[src/rtl/retire_order_pkg.sv]
// Shared widths, encodings and retire-entry layout for the writeback reorder path.
// The global defines live here so every later file in the bundle sees them.
`ifndef RETIRE_GLOBAL_DEFINES
`define RETIRE_GLOBAL_DEFINES
`define INST_WIDTH            32
`define ADDR_WIDTH            32
`define INSTRUCTION_ID_WIDTH  8
`define NUM_BITS_PIPE_ID      1
`define PIPE_ID1              1'b0
`define PIPE_ID2              1'b1
`define NOP_INSTRUCTION       32'h0000_0013
`define RETIRE_ENTRY_WIDTH    (`INST_WIDTH + `ADDR_WIDTH + `INSTRUCTION_ID_WIDTH)
`define RETIRE_COUNT_WIDTH    32
`endif

package retire_order_pkg;
   localparam int ID_W    = `INSTRUCTION_ID_WIDTH;
   localparam int TAG_W   = `NUM_BITS_PIPE_ID;
   localparam int GROUP_W = ID_W - TAG_W;

   typedef struct packed {
      logic [`INST_WIDTH-1:0]           inst;
      logic [`ADDR_WIDTH-1:0]           pc;
      logic [`INSTRUCTION_ID_WIDTH-1:0] id;
   } retire_entry_t;

   // Wrap-safe: new is younger when (new - last) is nonzero with a clear sign bit.
   function automatic logic id_younger(input logic [ID_W-1:0] new_id,
                                       input logic [ID_W-1:0] last_id);
      logic [ID_W-1:0] diff;
      diff = new_id - last_id;
      return (diff != '0) && !diff[ID_W-1];
   endfunction
endpackage

[src/rtl/retire_order_if.sv]
// Pipe completion inputs, flush, and the valid/ready commit port of retire_order.
interface retire_order_if;
   logic                              pipe0_valid;
   logic [`INST_WIDTH-1:0]            pipe0_instruction;
   logic [`ADDR_WIDTH-1:0]            pipe0_pc;
   logic [`INSTRUCTION_ID_WIDTH-1:0]  pipe0_id;
   logic                              pipe1_valid;
   logic [`INST_WIDTH-1:0]            pipe1_instruction;
   logic [`ADDR_WIDTH-1:0]            pipe1_pc;
   logic [`INSTRUCTION_ID_WIDTH-1:0]  pipe1_id;
   logic                              flush;
   logic                              retire_valid;
   logic                              retire_ready;
   logic [`INST_WIDTH-1:0]            retire_instruction;
   logic [`ADDR_WIDTH-1:0]            retire_pc;
   logic [`INSTRUCTION_ID_WIDTH-1:0]  retire_id;
   logic                              retire_stall;
   logic                              overflow;
   logic                              order_error;
   logic [`RETIRE_COUNT_WIDTH-1:0]    retired_count;

   modport master (
      output pipe0_valid, pipe0_instruction, pipe0_pc, pipe0_id,
      output pipe1_valid, pipe1_instruction, pipe1_pc, pipe1_id,
      output flush, retire_ready,
      input  retire_valid, retire_instruction, retire_pc, retire_id,
      input  retire_stall, overflow, order_error, retired_count
   );

   modport slave (
      input  pipe0_valid, pipe0_instruction, pipe0_pc, pipe0_id,
      input  pipe1_valid, pipe1_instruction, pipe1_pc, pipe1_id,
      input  flush, retire_ready,
      output retire_valid, retire_instruction, retire_pc, retire_id,
      output retire_stall, overflow, order_error, retired_count
   );
endinterface

[src/rtl/retire_order_fifo.sv]
// Dual-write single-read circular buffer; accepts as many writes as space allows.
module retire_fifo #(
   parameter  int DEPTH    = 4,
   parameter  int W        = 8,
   localparam int PTR_BITS = $clog2(DEPTH)
) (
   input  logic                clk,
   input  logic                reset,
   input  logic                flush,
   input  logic [1:0]          wr_count,
   input  logic [W-1:0]        wr_data0,
   input  logic [W-1:0]        wr_data1,
   input  logic                rd_en,
   output logic [1:0]          wr_accepted,
   output logic [PTR_BITS:0]   count,
   output logic [W-1:0]        rd_data
);
   logic [PTR_BITS-1:0] head_q, head_d, tail_q, tail_d;
   logic [PTR_BITS:0]   count_q, count_d;
   logic [PTR_BITS+1:0] space;
   logic [W-1:0]        mem_q [DEPTH];
   logic [W-1:0]        mem_d [DEPTH];
   logic                do_rd;

   always_comb begin
      do_rd = rd_en && (count_q != '0);
      // A pop in the same cycle frees its slot for this cycle's writes.
      space = (PTR_BITS+2)'(DEPTH) - {1'b0, count_q} + (PTR_BITS+2)'(do_rd);
      wr_accepted = wr_count;
      if ((PTR_BITS+2)'(wr_count) > space) wr_accepted = space[1:0];
      if (flush) wr_accepted = 2'd0;

      mem_d = mem_q;
      if (wr_accepted != 2'd0) mem_d[tail_q] = wr_data0;
      if (wr_accepted == 2'd2) mem_d[tail_q + PTR_BITS'(1)] = wr_data1;

      head_d  = head_q + PTR_BITS'(do_rd);
      tail_d  = tail_q + PTR_BITS'(wr_accepted);
      count_d = count_q + (PTR_BITS+1)'(wr_accepted) - (PTR_BITS+1)'(do_rd);
      if (flush) begin
         head_d  = '0;
         tail_d  = '0;
         count_d = '0;
      end
   end

   always_ff @(posedge clk) begin
      if (reset) begin
         head_q  <= '0;
         tail_q  <= '0;
         count_q <= '0;
      end else begin
         head_q  <= head_d;
         tail_q  <= tail_d;
         count_q <= count_d;
      end
   end

   always_ff @(posedge clk) begin
      mem_q <= mem_d;
   end

   assign count   = count_q;
   assign rd_data = mem_q[head_q];
endmodule

[src/rtl/retire_order.sv]
// Restores program order of the two writeback completions, drops NOPs, and
// retires one buffered instruction per cycle with sticky overflow/order flags.
module retire_order
   import retire_order_pkg::*;
#(
   parameter  int FIFO_DEPTH = 4,
   localparam int PTR_BITS   = $clog2(FIFO_DEPTH)
) (
   input logic          clk,
   input logic          reset,
   retire_order_if.slave bus
);
   retire_entry_t        e0, e1, e_a, e_b, head;
   logic                 cand0, cand1, p1_first, pop;
   logic [1:0]           req, acc;
   logic [PTR_BITS:0]    count;
   logic [GROUP_W-1:0]   grp0, grp1, grp_diff;
   logic                 overflow_q, overflow_d, order_error_q, order_error_d;
   logic                 last_vld_q, last_vld_d;
   logic [ID_W-1:0]      last_id_q, last_id_d;
   logic [`RETIRE_COUNT_WIDTH-1:0] retired_count_q, retired_count_d;

   always_comb begin
      e0 = '{inst: bus.pipe0_instruction, pc: bus.pipe0_pc, id: bus.pipe0_id};
      e1 = '{inst: bus.pipe1_instruction, pc: bus.pipe1_pc, id: bus.pipe1_id};
      cand0 = bus.pipe0_valid && (bus.pipe0_instruction != `NOP_INSTRUCTION);
      cand1 = bus.pipe1_valid && (bus.pipe1_instruction != `NOP_INSTRUCTION);

      grp0     = bus.pipe0_id[ID_W-1:TAG_W];
      grp1     = bus.pipe1_id[ID_W-1:TAG_W];
      grp_diff = grp0 - grp1;
      if (grp0 != grp1) p1_first = !grp_diff[GROUP_W-1];
      else p1_first = (bus.pipe1_id != bus.pipe0_id) &&
                      (bus.pipe1_id[TAG_W-1:0] == `PIPE_ID1);

      e_a = e0;
      e_b = e1;
      req = 2'd0;
      if (!bus.flush) begin
         if (cand0 && cand1) begin
            req = 2'd2;
            if (p1_first) begin
               e_a = e1;
               e_b = e0;
            end
         end else if (cand0) begin
            req = 2'd1;
         end else if (cand1) begin
            req = 2'd1;
            e_a = e1;
         end
      end

      pop = (count != '0) && bus.retire_ready;

      overflow_d      = overflow_q || (acc < req);
      order_error_d   = order_error_q;
      last_id_d       = last_id_q;
      last_vld_d      = last_vld_q;
      retired_count_d = retired_count_q + `RETIRE_COUNT_WIDTH'(pop);
      if (req == 2'd2 && bus.pipe0_id == bus.pipe1_id) order_error_d = 1'b1;
      if (acc != 2'd0) begin
         if (last_vld_q && !id_younger(e_a.id, last_id_q)) order_error_d = 1'b1;
         last_id_d  = e_a.id;
         last_vld_d = 1'b1;
      end
      if (acc == 2'd2) begin
         if (!id_younger(e_b.id, e_a.id)) order_error_d = 1'b1;
         last_id_d = e_b.id;
      end
      if (bus.flush) last_vld_d = 1'b0;
   end

   retire_fifo #(.DEPTH(FIFO_DEPTH), .W(`RETIRE_ENTRY_WIDTH)) u_fifo (
      .clk         (clk),
      .reset       (reset),
      .flush       (bus.flush),
      .wr_count    (req),
      .wr_data0    (e_a),
      .wr_data1    (e_b),
      .rd_en       (pop),
      .wr_accepted (acc),
      .count       (count),
      .rd_data     (head)
   );

   always_ff @(posedge clk) begin
      if (reset) begin
         overflow_q      <= 1'b0;
         order_error_q   <= 1'b0;
         last_vld_q      <= 1'b0;
         last_id_q       <= '0;
         retired_count_q <= '0;
      end else begin
         overflow_q      <= overflow_d;
         order_error_q   <= order_error_d;
         last_vld_q      <= last_vld_d;
         last_id_q       <= last_id_d;
         retired_count_q <= retired_count_d;
      end
   end

   assign bus.retire_valid       = (count != '0);
   assign bus.retire_instruction = head.inst;
   assign bus.retire_pc          = head.pc;
   assign bus.retire_id          = head.id;
   assign bus.retire_stall       = count > (PTR_BITS+1)'(FIFO_DEPTH - 2);
   assign bus.overflow           = overflow_q;
   assign bus.order_error        = order_error_q;
   assign bus.retired_count      = retired_count_q;
endmodule

[src/flat_wrapper.sv]
// flat-port wrapper written by rule: the top's interface ports become plain ports
module retire_order_flat import retire_order_pkg::*;
#(
   parameter  int FIFO_DEPTH = 4,
   localparam int PTR_BITS   = $clog2(FIFO_DEPTH)
)
  (clk, reset, bus_pipe0_valid, bus_pipe0_instruction, bus_pipe0_pc, bus_pipe0_id, bus_pipe1_valid, bus_pipe1_instruction, bus_pipe1_pc, bus_pipe1_id, bus_flush, bus_retire_ready, bus_retire_valid, bus_retire_instruction, bus_retire_pc, bus_retire_id, bus_retire_stall, bus_overflow, bus_order_error, bus_retired_count);
  retire_order_if bus_i ();
  input logic clk;
  input logic reset;
  input wire logic [$bits(bus_i.pipe0_valid)-1:0] bus_pipe0_valid;
  input wire logic [$bits(bus_i.pipe0_instruction)-1:0] bus_pipe0_instruction;
  input wire logic [$bits(bus_i.pipe0_pc)-1:0] bus_pipe0_pc;
  input wire logic [$bits(bus_i.pipe0_id)-1:0] bus_pipe0_id;
  input wire logic [$bits(bus_i.pipe1_valid)-1:0] bus_pipe1_valid;
  input wire logic [$bits(bus_i.pipe1_instruction)-1:0] bus_pipe1_instruction;
  input wire logic [$bits(bus_i.pipe1_pc)-1:0] bus_pipe1_pc;
  input wire logic [$bits(bus_i.pipe1_id)-1:0] bus_pipe1_id;
  input wire logic [$bits(bus_i.flush)-1:0] bus_flush;
  input wire logic [$bits(bus_i.retire_ready)-1:0] bus_retire_ready;
  output wire logic [$bits(bus_i.retire_valid)-1:0] bus_retire_valid;
  output wire logic [$bits(bus_i.retire_instruction)-1:0] bus_retire_instruction;
  output wire logic [$bits(bus_i.retire_pc)-1:0] bus_retire_pc;
  output wire logic [$bits(bus_i.retire_id)-1:0] bus_retire_id;
  output wire logic [$bits(bus_i.retire_stall)-1:0] bus_retire_stall;
  output wire logic [$bits(bus_i.overflow)-1:0] bus_overflow;
  output wire logic [$bits(bus_i.order_error)-1:0] bus_order_error;
  output wire logic [$bits(bus_i.retired_count)-1:0] bus_retired_count;
  assign bus_i.pipe0_valid = bus_pipe0_valid;
  assign bus_i.pipe0_instruction = bus_pipe0_instruction;
  assign bus_i.pipe0_pc = bus_pipe0_pc;
  assign bus_i.pipe0_id = bus_pipe0_id;
  assign bus_i.pipe1_valid = bus_pipe1_valid;
  assign bus_i.pipe1_instruction = bus_pipe1_instruction;
  assign bus_i.pipe1_pc = bus_pipe1_pc;
  assign bus_i.pipe1_id = bus_pipe1_id;
  assign bus_i.flush = bus_flush;
  assign bus_i.retire_ready = bus_retire_ready;
  assign bus_retire_valid = bus_i.retire_valid;
  assign bus_retire_instruction = bus_i.retire_instruction;
  assign bus_retire_pc = bus_i.retire_pc;
  assign bus_retire_id = bus_i.retire_id;
  assign bus_retire_stall = bus_i.retire_stall;
  assign bus_overflow = bus_i.overflow;
  assign bus_order_error = bus_i.order_error;
  assign bus_retired_count = bus_i.retired_count;
  retire_order #(.FIFO_DEPTH(FIFO_DEPTH)) u_core (.clk(clk), .reset(reset), .bus(bus_i));
endmodule
[config.mk]
export PLATFORM = sky130hd
export DESIGN_NAME = retire_order_flat
export DESIGN_NICKNAME = d
export VERILOG_FILES = /design/src/rtl/retire_order_pkg.sv /design/src/rtl/retire_order_if.sv /design/src/rtl/retire_order_fifo.sv /design/src/rtl/retire_order.sv /design/src/flat_wrapper.sv
export SDC_FILE = /design/constraint.sdc
export NUM_CORES = 1
export LEC_CHECK = 0
export CORE_AREA = 3 3 237 239
export DETAILED_ROUTE_END_ITERATION = 16
export DIE_AREA = 0 0 240 242
export GPL_ROUTABILITY_DRIVEN = 0
export GPL_TIMING_DRIVEN = 1
export SLEW_MARGIN = 0
export SYNTH_ARGS = -nofsm -noshare
export SYNTH_HDL_FRONTEND = slang
export SYNTH_SLANG_ARGS = --single-unit
[constraint.sdc]
create_clock -name clk -period 6.51 [get_ports clk]
set_clock_uncertainty 0.2 [all_clocks]
set_input_delay 1.302 -clock clk [delete_from_list [all_inputs] [get_ports clk]]
set_output_delay 1.302 -clock clk [all_outputs]
set_load 0.005 [all_outputs]
======== Word level (Yosys, flattened, before mapping) ========
Cells that the tools add are included.
word-level totals
  input port bits ......................... 150
  output and inout bits ................... 108
  flip-flop bits (word level) ............. 338
  word-level logic and storage cells ...... 98
operators by class
  bitwise logic cells ..................... 4
  $add $sub $neg .......................... 11
  multiplexer cells ....................... 33
  order comparisons ....................... 8
  reductions and logical operators ........ 23
  eq/ne operators ......................... 7
operator list
  cell                   count
  $mux W72               12
  $bwmux W288            2
  $mux W288              2
  $demux W72 S2          2
  $bmux W72 S2           1
  $ne A32 B5 Y1 const B  2
  $add A32 B1 Y32        1
  $mux W8                2
  $reduce_bool A8 Y1     2
  $sub A8 B8 Y8          2
  $logic_and A1 B1 Y1    12
  $mux W2                5
  $ge A3 B3 Y1 const B   3
  $not A2 Y3             3
  $eq A8 B8 Y1           1
  $ne A8 B8 Y1           1
  $mux W1                7
  $ne A7 B7 Y1           1
  $sub A7 B7 Y7          1
  $lt A3 B1 Y1 const B   2
  $add A4 B1 Y4          1
  $eq A2 B2 Y1 const B   2
  $gt A2 B4 Y1           1
  $logic_not A1 Y1       4
  other kinds (13)       14

======== Depth between registers and ports, before layout ========
  depth in word-level cells ............... 15
  depth in mapped cells ................... 22
  mapped depth without buffers ............ 20

======== Hierarchy ========
Synthesis repeated with hierarchy kept, for this count alone.
second synthesis, totals
  cell total of the unflattened synthesis .. 2,079
  area total of the unflattened synthesis .. 19,733.9 µm²
by module, submodules not included
  module        cells an instance  sequential area each (µm²)  instances  area an instance (µm²)
  retire_fifo   1,535              5,905.7                     1          14,996.9
  retire_order  544                860.8                       1          4,737.0

======== Worst setup path before layout ========
No wires, ideal clock.
  path type ............................... input -> register
  start ................................... input bus_pipe1_instruction[24]
  end ..................................... register u_core.u_fifo.count_q[2] (netlist: u_core.u_fifo.count[2])
  data required time ...................... 6.180 ns
  setup time .............................. 0.130 ns
  setup slack ............................. 0.906 ns
  arrival ................................. 5.273 ns
  stages on the path ...................... 22
  buffers on the path ..................... 2
  path through ............................ nor4_1 nand4_1 o21ai_0 inv_1 ha_1 nand2b_1 inv_1 ha_1 nor2b_1 o221ai_2 mux2_2 nand2b_1 buf_2 clkbuf_1 ha_1 inv_1 ha_1 inv_1 fa_1 xnor2_1 xnor2_1 nor3_1
between the ends
  longest elaborated chain between the ends .. 11
  elaborated cells on any way between the ends .. 12
  those cells by class .................... add/sub (2); order compare (1); eq/ne (1); mux (6); reduce/logical (2)
ends and longest elaborated chain
  what                              line                     source
  from (decl)                       flat_wrapper.sv:16       input wire logic [$bits(bus_i.pipe1_instruction)-1:0] bus_pipe1_instruction;
  $ne A32 B5 Y1 (no source line) *  n/a
  $logic_and A1 B1 Y1 *             retire_order.sv:27       cand1 = bus.pipe1_valid && (bus.pipe1_instruction != `NOP_INSTRUCTION);
  $mux W1                           retire_order.sv:48       end else if (cand1) begin
  $mux W2                           retire_order.sv:46       end else if (cand0) begin
  $mux W2 *                         retire_order.sv:40       if (cand0 && cand1) begin
  $mux W2 *                         retire_order.sv:39       if (!bus.flush) begin
  $gt A2 B4 Y1                      retire_order_fifo.sv:30  if ((PTR_BITS+2)'(wr_count) > space) wr_accepted = space[1:0];
  $mux W2 *                         retire_order_fifo.sv:30
  $mux W2 *                         retire_order_fifo.sv:31  if (flush) wr_accepted = 2'd0;
  $add A3 B2 Y3 *                   retire_order_fifo.sv:39  count_d = count_q + (PTR_BITS+1)'(wr_accepted) - (PTR_BITS+1)'(do_rd);
  $sub A3 B1 Y3 *                   retire_order_fifo.sv:39
  to (signal assigned)              retire_order_fifo.sv:55  count_q <= count_d;
  to (decl)                         retire_order_fifo.sv:19  logic [PTR_BITS:0] count_q, count_d;
Mark *: on every way between the ends. The rest lies on a longest branch, timed or not.
A chain may end at the register's enable or synchronous reset.

==> results by stage <==
Timing:
- The worst hold slack is 278 ps.
- Timing would allow up to 165 MHz.
- The total count of hold-check failures in the final report is 0.
- The normalized max-slew margin is 38.6%.
- Setup violations remaining at the end of the flow were counted as 0.
- Setup repair after global routing left no endpoint under its margin.
- The slew of the pin with the lowest slew margin is 920 ps.
- The post-route clock period utilization is 93.0%.
- The number of max-slew violations in the final report came to 0.
- The shortest period the worst path allows is 6050 ps.

Logic synthesis:
- Synthesis produced 1961 cells.
- The fraction of registers with async set or reset after synthesis is 0%.
- The share of synthesized cell area in and, or, nand and nor gates is 10.7%.
- The largest family of logic cells by synthesized area is compound AO/OA/AOI/OAI gates.
- After synthesis, the mean cell area works out to 9.64 µm².
- Multiplexer cells account for 20.8% of the synthesized area.
- Summing every instance area after synthesis gives 18900 µm².
- The cell type with the largest total area after synthesis is sky130_fd_sc_hd__dfxtp_1.
- The flip-flop and latch count after synthesis is 338.
- Sequential cells were found to cover 35.8% of the synthesized design area.
- The most frequently used flop master after synthesis is sky130_fd_sc_hd__dfxtp_1.
- Of the post-synthesis cell area, the dominant cell type holds 35.8%.
- The number of different library cells used by synthesis comes to 56.
- Synthesis produced a netlist with a net count of 2147.
- In this run, synthesis inferred 0 flip-flops with an integrated enable.
- Summing the areas of all xor and xnor instances in the mapped netlist gives 1.90% of the synthesized area.
- After synthesis, the cell types taking the most area are sky130_fd_sc_hd__dfxtp_1 (36%), sky130_fd_sc_hd__a211o_1 (13%), sky130_fd_sc_hd__mux4_2 (8.6%), sky130_fd_sc_hd__mux2i_4 (7.9%), sky130_fd_sc_hd__o21ai_0 (7.9%).
- Yosys printed 0 warnings.
- The synthesized netlist devotes 2.50% of its cell area to adder and majority cells.
- The synthesized-area fraction occupied by ao, oa, aoi and oai cells is 23.6%.

Global route:
- The number of global-route vias before repair is 16000.
- The final global-route overflow total is 0.
- The initial antenna violation count is 1.
- The first global-routing pass estimated 93900 µm of wire.
- Global routing consumed, over all layers together, 20.4% of the routing resources.
- The maximum number of pins on one net before global-route repair is 55.

Place:
- The HPWL after detailed placement is 40300 µm.
- The quantity of I/O buffers inserted on ports is 257.
- The placed instance count is 2847.

Layout:
- The final cell count without fillers is 2921.
- The post-layout utilization of the core is 45.3%.
- The fraction of final layout cells sized beyond drive strength 1 is 14.8%.
- 0 antenna diodes ended up in the layout.
- The post-layout net count is 2379.
- The area growth from synthesis to layout is 29.4%.

Floorplan:
- The cell row count is 85.
- The floorplan step defined a die boundary enclosing 58100 µm².
- The initial utilization of the core area, before any placement, comes to 35.0%.
- Measured along the y axis, the die boundary spans 242 µm.
- The area of the core is 54000 µm².
- The die is 240 µm wide.
- The number of placed I/O pins is 258.

Job:
- The reported max-cap violation count is 0.

Clocking:
- The maximum level of the CTS H-tree is 2.
- The maximum buffer depth of the clock tree is 3.
- After clock tree synthesis, the clock-pin slew on the worst setup and hold paths is 60 ps.
- The total clock sinks is 338.
- The insertion delay to the later sink of the worst-skew pair is 550 ps.
- Once the clock tree was built, the resizer swapped 0 gates to a different size.
- The root buffer cell is sky130_fd_sc_hd__clkbuf_16.
- The number of buffers added by the clock tree synthesis step is 40.
- The total of hold buffers inserted after clock tree synthesis is 0.
- TritonCTS built the clock tree.
- The buffer count from post-CTS setup fixing is 0.

Worst setup path:
- The largest fanout on the critical path is 16.
- The worst setup path is captured at a flip-flop.
- The worst setup path is of the input pin to flip-flop kind.
- STA classifies the critical path startpoint as an input pin.
- The critical path data required time is 6760 ps.
- At the worst endpoint, the arrival time is 6310 ps.

Power and ir drop:
- Dividing total power by cell area gives a power density of 361 nW/µm².
- IR analysis of the VDD net gives a maximum drop of 0.152 mV.
- In this run the static leakage power is 10.0 nW.
- The overall power of the completed layout is 8.82 mW.

Detailed routing:
- The first-pass iteration count of the detailed router is 5.
- Dividing the detail-routed via count by the number of cells gives 5.58.
- For this block, the routed nets add up to 61300 µm of wire.
- The total DRC errors in the routed layout is 0.
- The average wire length per cell after detail routing is 21.0 µm.
- Once detail routing completed, the nets flagged for antenna violations numbered 0.
- Across all layers, the routed design uses 16300 vias.
- The first routing iteration left 1025 violations.

Min path:
- The path class of the tightest hold or removal check is flip-flop to flip-flop.

Status:
- The flow ran to the end, and the final reports show no timing, DRC or antenna violations.
cell usage after synthesis, types with 3 or more instances:
cell / number
sky130_fd_sc_hd__a21o_1: 3
sky130_fd_sc_hd__mux2i_4: 66
sky130_fd_sc_hd__fa_1: 3
sky130_fd_sc_hd__and2_1: 3
sky130_fd_sc_hd__mux2i_1: 74
sky130_fd_sc_hd__inv_1: 47
sky130_fd_sc_hd__nand3_1: 11
sky130_fd_sc_hd__or3_1: 8
sky130_fd_sc_hd__xnor2_1: 21
sky130_fd_sc_hd__nand2b_1: 16
sky130_fd_sc_hd__clkbuf_1: 123
sky130_fd_sc_hd__nor2b_1: 7
sky130_fd_sc_hd__and4_1: 6
sky130_fd_sc_hd__ha_1: 33
sky130_fd_sc_hd__o211ai_1: 14
sky130_fd_sc_hd__a21oi_1: 23
sky130_fd_sc_hd__nor3_1: 9
sky130_fd_sc_hd__buf_6: 9
sky130_fd_sc_hd__mux4_2: 72
sky130_fd_sc_hd__nor4_1: 14
sky130_fd_sc_hd__buf_1: 13
sky130_fd_sc_hd__a211o_1: 285
sky130_fd_sc_hd__xor2_1: 20
sky130_fd_sc_hd__a31oi_1: 3
sky130_fd_sc_hd__mux2i_2: 5
sky130_fd_sc_hd__a21oi_2: 3
sky130_fd_sc_hd__nand2_1: 36
sky130_fd_sc_hd__o21ai_1: 5
sky130_fd_sc_hd__buf_2: 19
sky130_fd_sc_hd__nand4_1: 9
sky130_fd_sc_hd__o21ai_0: 297
sky130_fd_sc_hd__dfxtp_1: 338
sky130_fd_sc_hd__nor2_1: 327
sky130_fd_sc_hd__and3_1: 9
state kept, by name, indices dropped and copies added (netlist names):
register                  cells
u_core.u_fifo.mem_q         288
u_core.bus.retired_count     32
u_core.last_id_q              8
u_core.u_fifo.count           3
u_core.u_fifo.head_q          2
u_core.u_fifo.tail_q          2
u_core.bus.order_error        1
u_core.bus.overflow           1
u_core.last_vld_q             1
final timing paths:
check	start	end	slack [ps]	cells past startpoint
worst min-delay path	u_core.last_vld_q	u_core.last_vld_q	280	1
worst min register to register	u_core.last_vld_q	u_core.last_vld_q	280	1
worst max-delay path	bus_pipe1_instruction[6]	u_core.u_fifo.mem_q[233]	460	24
worst max register to register	u_core.u_fifo.count[2]	u_core.u_fifo.mem_q[233]	2250	19
through the flow:
| step | area (µm²) | setup TNS, ps | worst slack (ps) |
|---|---|---|---|
| 6_report | 24500 | 0 | 456 |
| 5_1_grt | 24500 | 0 | 36.5 |
| 4_1_cts | 24500 | 0 | 447 |
| 3_5_place_dp | 23000 | -393 | -106 |
| 3_3_place_gp | 23000 | 0 | 1.32 |
| 2_1_floorplan | 18900 | 0 | 906 |
layout by cell type, fill, tap and decap left out, types with 42 or more instances in the layout:
cell type,netlist,layout
sky130_fd_sc_hd__dfxtp_1,338,336
sky130_fd_sc_hd__nor2_1,327,324
sky130_fd_sc_hd__o21ai_0,297,297
sky130_fd_sc_hd__a211o_1,285,285
sky130_fd_sc_hd__clkdlybuf4s50_1,0,257
sky130_fd_sc_hd__mux2i_1,74,74
sky130_fd_sc_hd__mux4_2,72,72
sky130_fd_sc_hd__mux2i_4,66,66
sky130_fd_sc_hd__buf_4,0,52
sky130_fd_sc_hd__inv_1,47,47
sky130_fd_sc_hd__buf_12,0,45
sky130_fd_sc_hd__clkbuf_16,0,42
power breakdown:
part,switching (mW),internal (mW),total [mW],leakage [nW]
Clock,0.923,1.50,2.42,0.717
Sequential,0.416,2.92,3.33,2.83
Combinational,1.22,1.84,3.06,6.48
metal layers:
layer,wire length [µm],track usage [%]
met1,26600,26.7
met2,29900,34.6
met3,3700,4.01
met4,1130,4.69
met5,0,0
final cells by class:
type                    instances  area (µm²)
fillers                      4958       29600
multi-input cells            1411       11300
flip-flops and latches        338        6770
repair buffers                354        3860
clock buffers                  61        1260
well taps                     696         871
clock inverters                13         185
inverters                      48         181
cell families after synthesis:
kind of cell             count (synthesis)
AO/OA/AOI/OAI                          649
AND/OR/NAND/NOR                        467
flip-flops                             338
multiplexers                           218
buffers and inverters                  212
XOR/XNOR                                41
adder cells (fa/ha/maj)                 36
critical path, cell delays in order:
cell and delay [ps]:
sky130_fd_sc_hd__clkdlybuf4s50_1 480, sky130_fd_sc_hd__nor4_1 550, sky130_fd_sc_hd__buf_4 230, sky130_fd_sc_hd__nand4_1 310, sky130_fd_sc_hd__o21ai_0 290, sky130_fd_sc_hd__buf_4 150, sky130_fd_sc_hd__inv_1 40, sky130_fd_sc_hd__ha_1 200
sky130_fd_sc_hd__nand2b_1 90, sky130_fd_sc_hd__buf_4 130, sky130_fd_sc_hd__inv_1 50, sky130_fd_sc_hd__ha_1 290, sky130_fd_sc_hd__nor2b_1 200, sky130_fd_sc_hd__o221ai_2 140, sky130_fd_sc_hd__buf_4 160, sky130_fd_sc_hd__mux2i_1 120
sky130_fd_sc_hd__or2_1 310, sky130_fd_sc_hd__buf_12 190, sky130_fd_sc_hd__a211oi_4 320, sky130_fd_sc_hd__buf_12 230, sky130_fd_sc_hd__buf_12 160, sky130_fd_sc_hd__nor2_1 40, sky130_fd_sc_hd__a211o_1 250, sky130_fd_sc_hd__o21ai_0 70
Note: power is estimated with default switching activity, not from simulation.
